<file path="config.mk">
export PLATFORM = sky130hd
export DESIGN_NAME = store_buffer
export DESIGN_NICKNAME = d
export VERILOG_FILES = /design/src/rtl/store_buffer.sv
export SDC_FILE = /design/constraint.sdc
export NUM_CORES = 1
export LEC_CHECK = 0
export ABC_CLOCK_PERIOD_IN_PS = 15550
export CORE_ASPECT_RATIO = 1.5
export CORE_MARGIN = 1.5
export CORE_UTILIZATION = 55
export DETAILED_ROUTE_END_ITERATION = 6
export GPL_ROUTABILITY_DRIVEN = 0
export PLACE_DENSITY_LB_ADDON = 0.05
export SLEW_MARGIN = 30
export SYNTH_ARGS = -nofsm -noshare
export SYNTH_HDL_FRONTEND = slang
export SYNTH_SLANG_ARGS = --single-unit
</file>
<file path="constraint.sdc">
create_clock -name clk -period 15.55 [get_ports clk]
set_clock_uncertainty 0.2 [all_clocks]
set_input_delay 3.11 -clock clk [delete_from_list [all_inputs] [get_ports clk]]
set_output_delay 3.11 -clock clk [all_outputs]
set_load 0.005 [all_outputs]
</file>
<file path="src/rtl/store_buffer.sv">
// store_buffer: circular store FIFO that drains to data memory and forwards buffered bytes to loads
module store_buffer #(
    parameter int DEPTH = 4
) (
    input  logic        clk,
    input  logic        reset,
    input  logic        st_valid,
    input  logic [31:0] st_addr,
    input  logic [31:0] st_wdata,
    input  logic [3:0]  st_be,
    input  logic [31:0] st_pc,
    output logic        st_ready,
    input  logic [31:0] ld_addr,
    input  logic [31:0] ld_mem_rdata,
    output logic [31:0] ld_rdata,
    output logic        dm_we,
    output logic [31:0] dm_addr,
    output logic [31:0] dm_wdata,
    output logic [3:0]  dm_be,
    output logic [31:0] dm_pc,
    input  logic        dm_ready,
    output logic [4:0]  count,
    output logic        empty
);
    localparam int PW = $clog2(DEPTH);

    logic [31:0]   addr_q [DEPTH];
    logic [31:0]   data_q [DEPTH];
    logic [3:0]    be_q   [DEPTH];
    logic [31:0]   pc_q   [DEPTH];
    logic [PW-1:0] wr_ptr_q, wr_ptr_d, rd_ptr_q, rd_ptr_d;
    logic [4:0]    count_q, count_d;
    logic [PW-1:0] idx;
    logic          enq, deq;
    logic          unused_ld;

    assign unused_ld = ^ld_addr[1:0];
    assign count     = count_q;
    assign empty     = count_q == 5'd0;
    assign st_ready  = count_q != 5'(DEPTH);
    assign dm_we     = !empty;
    assign dm_addr   = addr_q[rd_ptr_q];
    assign dm_wdata  = data_q[rd_ptr_q];
    assign dm_be     = be_q[rd_ptr_q];
    assign dm_pc     = pc_q[rd_ptr_q];
    assign enq       = st_valid && st_ready && st_be != 4'd0;
    assign deq       = dm_we && dm_ready;

    // next pointer and occupancy; power-of-two depth lets the pointers wrap naturally
    always_comb begin
        wr_ptr_d = enq ? wr_ptr_q + 1'b1 : wr_ptr_q;
        rd_ptr_d = deq ? rd_ptr_q + 1'b1 : rd_ptr_q;
        count_d  = count_q + 5'(enq) - 5'(deq);
    end

    // walk entries oldest to youngest so the youngest matching byte is the one that sticks
    always_comb begin
        ld_rdata = ld_mem_rdata;
        idx      = rd_ptr_q;
        for (int k = 0; k < DEPTH; k++) begin
            idx = rd_ptr_q + PW'(k);
            if (5'(k) < count_q && addr_q[idx][31:2] == ld_addr[31:2])
                for (int b = 0; b < 4; b++)
                    if (be_q[idx][b]) ld_rdata[8*b +: 8] = data_q[idx][8*b +: 8];
        end
    end

    // pointer, count and entry storage; reset wipes everything including entry contents
    always_ff @(posedge clk) begin
        if (reset) begin
            wr_ptr_q <= '0;
            rd_ptr_q <= '0;
            count_q  <= '0;
            for (int i = 0; i < DEPTH; i++) begin
                addr_q[i] <= '0;
                data_q[i] <= '0;
                be_q[i]   <= '0;
                pc_q[i]   <= '0;
            end
        end else begin
            wr_ptr_q <= wr_ptr_d;
            rd_ptr_q <= rd_ptr_d;
            count_q  <= count_d;
            if (enq) begin
                addr_q[wr_ptr_q] <= st_addr;
                data_q[wr_ptr_q] <= st_wdata;
                be_q[wr_ptr_q]   <= st_be;
                pc_q[wr_ptr_q]   <= st_pc;
            end
        end
    end

`ifndef SYNTHESIS
    // trace every retired store at the edge it leaves the buffer
    always_ff @(posedge clk) begin
        if (!reset && deq) $display("%d@%h: *%h <= %h", $time, dm_pc, dm_addr, dm_wdata);
    end
`endif
endmodule
</file>
# Word-level counts from Yosys, hierarchy flattened
# Memory sizes are Yosys's and may differ from the RTL's. A register that Yosys moved wholly into a read port is not among the register bits.
# Index checks and enable logic that the tools add are counted.
[classes]
add_sub_neg = 6
magnitude_cmp = 4
n_eq_ne = 5
mux = 45
n_reduce_logical = 14
[op_table]
columns = ["operator", "count"]
rows = [
  ["32-bit 2-to-1 mux", 7],
  ["8-bit 2-to-1 mux", 16],
  ["30-bit == test", 4],
  ["32-bit OR reduction", 3],
  ["2-bit 2-to-1 mux", 12],
  ["1-bit by 5-bit less-than comparator with 1-bit output (first input constant)", 2],
  ["2-bit by 5-bit less-than comparator with 1-bit output (first input constant)", 2],
  ["1-bit 2-to-1 mux", 9],
  ["1-bit logical AND", 7],
  ["5-bit by 1-bit adder with 5-bit output", 1],
  ["5-bit logical NOT", 1],
  ["5-bit by 3-bit != test with 1-bit output (second input constant)", 1],
  ["5-bit by 1-bit subtractor with 5-bit output", 1],
  ["2-bit by 1-bit adder with 2-bit output (second input constant)", 2],
  ["2-bit adder (second input constant)", 2],
  ["4-bit 2-to-1 mux", 1],
  ["4-bit nonzero test", 1],
  ["4-bit OR reduction", 1],
  ["1-bit logical NOT", 1],
]
[totals]
regBits = 9
ram_bits = 400
inputBits = 168
output_inout_bits = 140
wordCells = 81
mem_count = 4
[memory_table]
columns = ["name", "words", "word_bits", "rd", "rd_clocked_by_memory_dff", "wr", "line_no", "text"]
rows = [
  ["addr_q", 4, 32, 4, 1, 4, "27", "logic [31:0] addr_q [DEPTH];"],
  ["data_q", 4, 32, 4, 1, 4, "28", "logic [31:0] data_q [DEPTH];"],
  ["pc_q", 4, 32, 1, 1, 4, "30", "logic [31:0] pc_q [DEPTH];"],
  ["be_q", 4, 4, 4, 1, 4, "29", "logic [3:0] be_q [DEPTH];"],
]

# Longest topological paths before layout
[depth]
word_depth = 9
ltp_mapped = 15
mapped_depth_nobuf = 14

# Least setup slack after synthesis
# No wires, ideal clock.
[synth_path]
kind = "input to register"
startpoint = "input st_be[1]"
endpoint = "memory addr_q[2][0] (enable)"
setup_time_ps = 580
arrival_time_ps = 8197
slack_ps = 6573
cell_stages = 4
path_buffers = 0
cell_sequence = "o41ai_1 a21oi_1 inv_1 o21bai_1"
[synth_lines]
columns = ["item", "line_no", "text"]
rows = [
  ["start: declaration", "10", "input logic [3:0] st_be,"],
  ["end: declaration", "27", ""],
]

# Worst setup path in the final report
[layout_path]
startpoint = "input ld_addr[30]"
endpoint = "output ld_rdata[8]"
[layout_via]
elab_chain_len = 9
elab_cells_between_ends = 15
cone_classes = "4 x eq/ne; 7 x mux; 4 x reduce/logical"
[layout_lines]
columns = ["item", "line_no", "text"]
rows = [
  ["start: declaration", "13", "input logic [31:0] ld_addr,"],
  ["30-bit == test", "62", "if (5'(k) < count_q && addr_q[idx][31:2] == ld_addr[31:2])"],
  ["1-bit logical AND", "62", ""],
  ["32-bit 2-to-1 mux", "62", ""],
  ["8-bit 2-to-1 mux", "64", "if (be_q[idx][b]) ld_rdata[8*b +: 8] = data_q[idx][8*b +: 8];"],
  ["32-bit 2-to-1 mux", "62", ""],
  ["8-bit 2-to-1 mux", "64", ""],
  ["32-bit 2-to-1 mux", "62", ""],
  ["8-bit 2-to-1 mux", "64", ""],
  ["32-bit 2-to-1 mux *", "62", ""],
  ["end: declaration", "15", "output logic [31:0] ld_rdata,"],
]
# Every way passes the cells marked *; elsewhere a longest branch is shown, timed or not.

==> metrics.md <==
| Metric | Value |
|---|---|
| Mean Syn Cell Area | `12.07 sq um` |
| Number of antenna violations at the first check in global routing | `3` |
| Setup CP Type | `input pin to output port` |
| Synth cell types | `66` |
| Hold slack | `0.4669 ns` |
| Clock power share | `22.3%` |
| Worst setup SP type | `input pin` |
| WP data arrival | `7.47 ns` |
| WHS Path Cells | `2` |
| Critical Path, Cell by Cell | `clkdlybuf4s50_1 -> xnor2_1 -> nand4_1 -> nor4_1 -> nand3b_1 -> o211ai_1 -> o22a_1 -> o21ai_1 -> clkdlybuf4s50_1` |
| Via/cell ratio | `6.278` |
| CP Max Fanout | `12` |
| Final Slew Violations | `0` |
| CTS Hold Buffers Added | `0` |
| Drt total wl | `72860 um` |
| Die Area | `47660 sq um` |
| Worst R2R Setup Slack | `12.11 ns` |
| Hold endpoint | `wr_ptr_q[0]` |
| Clk sinks | `411` |
| Hold Crit Class | `register to register` |
| Logic pwr share | `43.2%` |
| Seq cells post-synth | `411` |
| Status | `complete, no violations` |
| Reg-to-reg startpoint | `count[0]` |
| Peak supply drop | `105.3 uV` |
| First DRT Iteration DRCs | `1694` |
| Worst Min Path Start | `wr_ptr_q[0]` |
| Normalized max-slew margin | `34.27%` |
| Synth Instances | `2112` |
| Count of input and output buffers | `305` |
| Final worst-path cycle share | `69.32%` |
| Crit-path max cell delay | `1.02 ns` |
| Mapped Area | `25480 sq um` |
| H-tree level count | `2` |
| Leak pwr | `10.65 nW` |
| Clock insertion delay at the later pin of the skew report | `0.57 ns` |
| Req. time, crit path | `12.24 ns` |
| Dpl hpwl | `49090 um` |
| CTS root buf | `clkbuf_16` |
| Die X-Extent | `178.8 um` |
| Final ANT Viol Nets | `0` |
| # nets final | `2503` |
| Via Count | `18488` |
| Main synth FF type | `edfxtp_1` |
| Worst slew pin tran | `0.9859 ns` |
| Post-route DRC | `0` |
| TritonCTS clock tree | `yes` |
| Worst-path clk slew | `0.06 ns` |
| Fraction of registers with async set/reset | `0%` |
| First-pass GRT wire length | `109800 um` |
| Placed Area | `28930 sq um` |
| R2r endpoint | `data_q[0][9]` |
| Power per cell area | `142.1 nW/um^2` |
| I/O pins | `308` |
| WL/cell | `24.74 um` |
| Area grow syn2layout | `18.50%` |
| Initial Utilization | `55.69%` |
| Sw frac | `34.27%` |
| Cell Count, Final, Fillers Out | `2945` |
| DR pass1 iterations | `5` |
| Synthesized net count | `2289` |
| Gr usage total | `31.06%` |
| Yosys warnings | `0` |
| Register-to-Register Path Depth | `7` |
| Yosys top cell area share | `47.13%` |
| Final Critical Period | `10.78 ns` |
| Part of the power in registers | `34.5%` |
| Final hold vios | `0` |
| Final setup fails | `0` |
| Total CTS buffers | `40` |
| Largest cells by area after synthesis | `edfxtp_1, mux4_2, nor2_1` |
| Grt total ovfl | `0` |
| Crit path top cell by count | `clkdlybuf4s50_1` |
| Sequential area share after synthesis | `48.00%` |
| Post-CTS Setup Inserts | `0` |
| FP Rows | `96` |
| Placed Instances | `2872` |
| Post-route setup TNS | `0 ns` |
| PostCTS Resize Cnt | `0` |
| Switching Power | `1.470 mW` |
| Vias in the first global route | `18672` |
| Number of synthesized flops with an enable pin | `400` |
| CORE AREA | `45760 sq um` |
| Post-route core utilization | `65.99%` |
| Layout cells sized above 1 | `15.34%` |
| Pint | `2.820 mW` |
| CP max stage cell | `o211ai_1` |
| Clk buf depth | `3` |
| Max cap viols | `0` |
| RSZ-0062 raised after global routing | `false` |
| Cell taking the most area after synthesis | `edfxtp_1` |
| Die height | `266.6 um` |
| Fmax | `0.09277 GHz` |
| Final instance area | `30200 sq um` |
| Worst setup EP type | `output port` |
| Largest net degree at the start of global routing | `116` |
## metal layers
metal / global-route usage, % / share of wire [%] / up-vias
met3: 3.960 / 6.3 / 175
met2: 56.16 / 53 / 781
li1: - / - / 8249
met4: 14.64 / 4.8 / 6
met5: 0 / 0.063 / -
met1: 36.22 / 35 / 9277
## Yosys cell counts, drive strengths merged, types with 10 or more instances
| cell type | number |
|---|---|
| and2 | 103 |
| a21oi | 45 |
| mux2 | 44 |
| nor4 | 10 |
| edfxtp | 400 |
| o22a | 32 |
| nand4 | 20 |
| xor2 | 21 |
| xnor2 | 93 |
| buf | 70 |
| o21ai | 108 |
| or3 | 37 |
| nor2 | 261 |
| a32o | 28 |
| inv | 153 |
| dfxtp | 11 |
| mux4 | 208 |
| nand2 | 184 |
| mux2i | 75 |
| clkbuf | 94 |
## per-stage QoR
stage / setup WS [ns] / total power [mW]
floorplan: 6.573 / 2.702
global placement: 4.878 / 3.316
detailed placement: 4.857 / 3.358
CTS: 4.857 / 4.315
global route: 4.629 / 4.488
finish: 4.770 / 4.290
## layout by cell type, fill, tap and decap left out, types with 5 or more instances in the layout
cell	synthesis	final
buf_4	5	25
ha_1	8	8
or4_1	5	5
nand3_1	9	8
o22ai_1	5	5
clkdlybuf4s50_1	0	305
clkbuf_16	0	40
and2_1	103	103
a21o_1	6	6
o22a_1	32	32
nor2_1	261	260
clkinv_1	0	6
o21ai_0	76	76
edfxtp_1	400	400
inv_1	153	153
xor2_1	21	21
or3_1	37	37
nor4_1	7	6
a32o_1	28	28
and3_1	9	9
mux4_2	208	208
nand2_1	184	184
clkbuf_1	94	11
dfxtp_1	11	7
a21oi_1	45	45
o21ai_1	32	32
mux2_2	44	44
nand4_1	20	20
xnor2_1	93	93
nor3_1	6	6
nand2b_1	7	5
mux2i_1	75	75
## power groups by stage
stage	combinational (mW)	sequential [mW]	clock (mW)
after detailed placement	1.86	1.50	0
after CTS	1.87	1.48	0.971
after global placement	1.80	1.51	0
final	1.85	1.48	0.958
after floorplan	1.27	1.44	0
after global routing	1.98	1.50	1.01
## layout make-up
type / instances / area (sq um)
timing repair buffer: 336 / 3351
clock buffer: 51 / 1042
multi-input combinational: 1384 / 12030
tap: 588 / 735.7
sequential: 411 / 12250
inverter: 153 / 574.3
fill: 3481 / 15560
antenna: 3 / 7.507
clock inverter: 19 / 216.5
## worst max-delay path by stage
stage	from	slack, ns	endpoint
after global placement	ld_addr[30]	4.88	ld_rdata[8]
after CTS	ld_addr[30]	4.86	ld_rdata[26]
after detailed placement	ld_addr[30]	4.86	ld_rdata[26]
final	ld_addr[30]	4.77	ld_rdata[8]
after global routing	ld_addr[11]	4.63	ld_rdata[10]
after floorplan	st_be[1]	6.57	addr_q[2][0]
## cell families after synthesis
family                     synth area share [%]
adders and majority gates                0.4713
DFF                                       48.00
xor gates and xnor gates                  3.918
and+or+nand+nor                           12.20
buffers and inverters                     5.111
AOI/OAI and AO/OA                         7.036
muxes                                     23.27
## sequential cells by signal, summed over array words and instances (netlist names), named ones only
signal,cells
pc_q,128
addr_q,128
be_q,16
wr_ptr_q,2
count,5
data_q,128
rd_ptr_q,2
## critical path: cells and delay by family
kind / cells / cell delay, ns
buf+inv: 2 / 1.13
xor+xnor: 1 / 0.44
compound gates: 3 / 1.32
simple gates: 3 / 1.44
Note: power is estimated with default switching activity, not from simulation.
